File: src/rtl/writeback_stage.sv
// ============================================================================
// writeback_stage : final pipeline stage - writeback mux, 32x32 register file
//                   with same-cycle read bypass, forwarding register, and
//                   optional retired-instruction counter (macro WB_INSTRET_EN).
// Revision: 1.0
// ============================================================================
`default_nettype none

module writeback_stage #(
    parameter int XLEN  = 32,
    parameter int NREGS = 32
) (
    input  logic            WB_CLOCK,
    input  logic            WB_RESET,
    input  logic            MEM_REG_VALID,
    input  logic            MEM_REG_WRITE,
    input  logic [1:0]      MEM_RF_WR_SEL,
    input  logic [4:0]      MS_WB_RD,
    input  logic [XLEN-1:0] MEM_REG_PC_4,
    input  logic [XLEN-1:0] MEM_REG_DOUT2,
    input  logic [XLEN-1:0] MEM_REG_ALU_RESULT,
    input  logic [XLEN-1:0] WB_CSR_RD,
    input  logic [4:0]      DEC_RS1_ADDR,
    input  logic [4:0]      DEC_RS2_ADDR,
    output logic [XLEN-1:0] WB_RS1_DATA,
    output logic [XLEN-1:0] WB_RS2_DATA,
    output logic            WB_FWD_EN,
    output logic [4:0]      WB_FWD_RD,
    output logic [XLEN-1:0] WB_FWD_DATA,
    output logic [63:0]     WB_INSTRET
);

    localparam logic [1:0] c_SEL_PC4  = 2'd0;
    localparam logic [1:0] c_SEL_CSR  = 2'd1;
    localparam logic [1:0] c_SEL_LOAD = 2'd2;

    logic [XLEN-1:0] r_regs [0:NREGS-1];
    logic [XLEN-1:0] w_wb_data;
    logic            w_we;

    always_comb begin
        case (MEM_RF_WR_SEL)
            c_SEL_PC4:  w_wb_data = MEM_REG_PC_4;
            c_SEL_CSR:  w_wb_data = WB_CSR_RD;
            c_SEL_LOAD: w_wb_data = MEM_REG_DOUT2;
            default:    w_wb_data = MEM_REG_ALU_RESULT;
        endcase
    end

    assign w_we = MEM_REG_VALID & MEM_REG_WRITE & (MS_WB_RD != 5'd0);

    // Array writes on the falling edge so the value is in the array for the next cycle.
    always_ff @(negedge WB_CLOCK or negedge WB_RESET) begin
        if (!WB_RESET) begin
            for (int i = 0; i < NREGS; i++) begin
                r_regs[i] <= '0;
            end
        end else if (w_we) begin
            r_regs[MS_WB_RD] <= w_wb_data;
        end
    end

    always_comb begin
        if (DEC_RS1_ADDR == 5'd0) begin
            WB_RS1_DATA = '0;
        end else if (w_we && (DEC_RS1_ADDR == MS_WB_RD)) begin
            WB_RS1_DATA = w_wb_data;
        end else begin
            WB_RS1_DATA = r_regs[DEC_RS1_ADDR];
        end
    end

    always_comb begin
        if (DEC_RS2_ADDR == 5'd0) begin
            WB_RS2_DATA = '0;
        end else if (w_we && (DEC_RS2_ADDR == MS_WB_RD)) begin
            WB_RS2_DATA = w_wb_data;
        end else begin
            WB_RS2_DATA = r_regs[DEC_RS2_ADDR];
        end
    end

    // Forwarding rd/data hold their last written values across non-writing cycles.
    always_ff @(posedge WB_CLOCK or negedge WB_RESET) begin
        if (!WB_RESET) begin
            WB_FWD_EN   <= 1'b0;
            WB_FWD_RD   <= 5'd0;
            WB_FWD_DATA <= '0;
        end else begin
            WB_FWD_EN <= w_we;
            if (w_we) begin
                WB_FWD_RD   <= MS_WB_RD;
                WB_FWD_DATA <= w_wb_data;
            end
        end
    end

`ifdef WB_INSTRET_EN
    logic [63:0] r_instret;

    always_ff @(posedge WB_CLOCK or negedge WB_RESET) begin
        if (!WB_RESET) begin
            r_instret <= 64'd0;
        end else if (MEM_REG_VALID) begin
            r_instret <= r_instret + 64'd1;
        end
    end

    assign WB_INSTRET = r_instret;
`else
    assign WB_INSTRET = 64'd0;
`endif

endmodule

`default_nettype wire

File: config.mk
export PLATFORM = sky130hd
export DESIGN_NAME = writeback_stage
export DESIGN_NICKNAME = d
export VERILOG_FILES = /design/src/rtl/writeback_stage.sv
export SDC_FILE = /design/constraint.sdc
export NUM_CORES = 2
export LEC_CHECK = 0
export CAP_MARGIN = 20
export CORE_MARGIN = 3
export CORE_UTILIZATION = 25
export DETAILED_ROUTE_END_ITERATION = 10
export SYNTH_ARGS = -nofsm -noshare
export SYNTH_HDL_FRONTEND = slang
export SYNTH_SLANG_ARGS = --single-unit
File: constraint.sdc
create_clock -name WB_CLOCK -period 3.25 [get_ports WB_CLOCK]
set_input_delay 0.4875 -clock WB_CLOCK [delete_from_list [all_inputs] [get_ports WB_CLOCK]]
set_output_delay 0.4875 -clock WB_CLOCK [all_outputs]
set_load 0.005 [all_outputs]
==> flow_summary.ini <==
[clock_tree]
clock_tree.buffer_depth = 3
cts-buffers-inserted = 113
cts_tree = yes
clock_transition_at_path_regs_ns = 0.05
cts-root-buf = sky130_fd_sc_hd__clkbuf_16
cts.sink_count = 1062
htree_num_levels = 3
clk-insertion-delay-late_ns = 0.73

[grt]
grt_pass1_wl_microns = 333800
grt_max_degree = 105
grt_antenna_before_repair = 7
grt_remaining_overflow = 0
grt_pass1_vias = 48910
gr-usage-all-layers = 0.1928

[yosys]
synth_async_sr_flop_share = 1.000
seq_area_frac_synth = 0.4710
share_of_the_synthesized_area_in_the_top_cell_type = 0.4542
post_synth.cell_area_avg_sq_um = 10.62
synth_edf_count = 0
synth-seq-cells = 1062
synthTopCellsByArea = sky130_fd_sc_hd__dfrtn_1 (45%), sky130_fd_sc_hd__mux4_2 (15%), sky130_fd_sc_hd__o21ai_0 (9.2%)
post_synth_num_cell_types = 62
yosysWarnings = 0
synth_cells = 5314
netlist.top_cell.by_area = sky130_fd_sc_hd__dfrtn_1
synthFlopType = sky130_fd_sc_hd__dfrtn_1
post_synth_instance_area_sq_um = 56420

[floorplanning]
die-width_microns = 481.1
core_sq_um = 223400
num_rows = 173
design.portCount = 315
initial_core_util = 0.2526
die-area_sq_um = 231400
die_height_microns = 481.1

[critical_path]
startpoint_type = flop
critical_path_peak_fanout = 2
criticalPathCategory = reg -> out
worstPathArrival_ns = 4.28
cell_with_the_largest_stage_delay_on_the_worst_path = sky130_fd_sc_hd__mux4_2
setup.worst_path.end_class = output pin
critical_path_cell_by_cell = mux4_2, mux2_4, o211ai_1, o211ai_1, buf_4, buf_6
worst-endpoint-required_ns = 2.76
slowest_delay_ns = 0.48
critical-path-top-cell-by-count = sky130_fd_sc_hd__o211ai_1

[cells_and_area]
area.growth.synth_to_final_pct = 37.80
mostFrequentLayoutCell = sky130_fd_sc_hd__nand2_1
layout.nets = 6445
layout.cells.most_common_list = sky130_fd_sc_hd__nand2_1 (1130), sky130_fd_sc_hd__dfrtn_1 (1024), sky130_fd_sc_hd__buf_4 (911)
fin_util = 0.3480
finish.instance_area_sq_um = 77750
layout_cells_sized_above_1 = 0.3472

[timing]
hold_violations = 0
setup-violations-final = 64
worst_clock_skew_ns = 0
final.setup.worst_slack_ns = -1.520
report.final.slew_viol_count = 0
fin_setup_tns_ns = -84.26
whs_ns = 0.3457
max_slew.worst_pin.slew_ns = 0.7280
slew_headroom = 0.5147
rsz0062_at_grt = yes

[detailed_routing]
total_via_count_in_the_routed_design = 48090
post_drt_wl_per_cell_microns = 24.23
ant_nets = 0
first_pass_iters = 6
finalWirelength_microns = 226900
vias_per_cell = 5.134
drt_drc = 0
dr.first_iter.drc_count = 4858

[power]
cellLeakagePower_nw = 34.61
worst_ir_drop_vdd_mv = 0.4628
powerDensity_nw_per_um2 = 519.1

[placement]
half_perimeter_wire_length_of_the_detailed_placement_result_microns = 160900
place.gp.congestion = 0.9177
numPortBuffers = 250
dpl-instance-area_sq_um = 71520

[hold_path]
min-delay-path-class = reg -> reg

[outcome]
status = finished, violations left
failing_checks = setup timing

[run]
max_cap_violations = 0
-- critical path: cells and delay by family, from the launching register on --
family / cells / cell delay, ns
flops: 1 / 0.34
compound gates: 2 / 0.52
buf+inv: 2 / 0.35
mux: 2 / 0.76
-- state kept, by name, summed over array words and instances, names as in the netlist --
| signal | cells |
|---|---|
| r_regs | 1024 |
| WB_FWD_DATA | 32 |
| WB_FWD_RD | 5 |
| WB_FWD_EN | 1 |
-- final cells by class --
cell class,instances,area (sq um)
Inverter,7,26.28
Clock inverter,38,424.2
Clock buffer,170,3344
Sequential cell,1062,26580
Fill cell,22040,145600
Tap cell,2975,3722
Antenna cell,3,7.507
Multi-Input combinational cell,3676,29320
Timing Repair Buffer,1436,14330
-- logic make-up after synthesis --
| logic type | count (synthesis) | synth area share |
|---|---|---|
| mux | 780 | 0.2266 |
| compound gates | 1474 | 0.1498 |
| xor+xnor | 10 | 0.001552 |
| other cells | 1 | 0.00006647 |
| simple gates | 1348 | 0.09531 |
| buf+inv | 639 | 0.05571 |
| flops | 1062 | 0.4710 |
-- metrics by stage --
step / total power, mW / worst slack (ns) / cells
finish: 40.36 / -1.520 / 9367
global route: 42.16 / -1.579 / 9364
CTS: 40.28 / -1.545 / 9335
detailed placement: 26.43 / -1.377 / 9076
global placement: 26.09 / -1.359 / 9076
floorplan: 21.78 / -0.2621 / 5377
-- final timing paths --
kind | start | to | slack [ns] | depth (start not counted)
max in group asynchronous | WB_RESET | r_regs[143]$_DFFE_NN0P_ | 0.53 | 3
min in group asynchronous | WB_RESET | WB_FWD_DATA[4]$_DFFE_PN0P_ | 0.51 | 3
worst min register to register | r_regs[1021]$_DFFE_NN0P_ | r_regs[1021]$_DFFE_NN0P_ | 0.35 | 0
worst max register to register | r_regs[731]$_DFFE_NN0P_ | r_regs[731]$_DFFE_NN0P_ | 2.24 | 5
worst min-delay path | r_regs[1021]$_DFFE_NN0P_ | r_regs[1021]$_DFFE_NN0P_ | 0.35 | 0
worst max-delay path | r_regs[900]$_DFFE_NN0P_ | WB_RS2_DATA[4] | -1.52 | 6
-- report_power, final --
group          internal [mW]  switching [mW]
combinational           5.33            4.93
clock                   7.52            5.83
sequential              15.4            1.37
total                   28.2            12.1
-- repair_timing --
action / 4_1_cts / 5_1_grt
pin swaps: 157 / 103
hold buffers: 1 / 0
gates cloned: 6 / 2
endpoints found under the hold margin: 24 / 0
gates resized for setup: 564 / 102
endpoints found under the setup margin: 529 / 336
buffers inserted: 63 / 36
-- synth_stat cells, types with 8 or more instances --
| library cell | n |
|---|---|
| sky130_fd_sc_hd__a221o_1 | 34 |
| sky130_fd_sc_hd__a211o_1 | 23 |
| sky130_fd_sc_hd__a221oi_1 | 72 |
| sky130_fd_sc_hd__a211oi_1 | 13 |
| sky130_fd_sc_hd__nor3_1 | 37 |
| sky130_fd_sc_hd__nor4_1 | 10 |
| sky130_fd_sc_hd__nand2b_1 | 36 |
| sky130_fd_sc_hd__clkbuf_1 | 422 |
| sky130_fd_sc_hd__o21ai_1 | 47 |
| sky130_fd_sc_hd__o221ai_1 | 18 |
| sky130_fd_sc_hd__o22ai_1 | 65 |
| sky130_fd_sc_hd__buf_6 | 16 |
| sky130_fd_sc_hd__buf_12 | 9 |
| sky130_fd_sc_hd__mux4_2 | 386 |
| sky130_fd_sc_hd__dfrtp_1 | 38 |
| sky130_fd_sc_hd__nand3_1 | 8 |
| sky130_fd_sc_hd__nand2_1 | 1160 |
| sky130_fd_sc_hd__o211ai_1 | 49 |
| sky130_fd_sc_hd__mux2i_1 | 314 |
| sky130_fd_sc_hd__buf_2 | 67 |
| sky130_fd_sc_hd__buf_1 | 17 |
| sky130_fd_sc_hd__o21ai_0 | 1035 |
| sky130_fd_sc_hd__mux2_2 | 73 |
| sky130_fd_sc_hd__dfrtn_1 | 1024 |
| sky130_fd_sc_hd__a22oi_1 | 27 |
| sky130_fd_sc_hd__buf_4 | 99 |
| sky130_fd_sc_hd__nand4_1 | 10 |
| sky130_fd_sc_hd__a21oi_1 | 49 |
| sky130_fd_sc_hd__o311ai_0 | 11 |
| sky130_fd_sc_hd__nor2_1 | 54 |
-- layer usage --
layer / track usage / routed length (microns)
met1: 0.2481 / 90460
met2: 0.3064 / 104400
met3: 0.02898 / 16590
met4: 0.1161 / 15400
met5: 0 / 36
No activity file was read; power rests on OpenSTA's default activity.
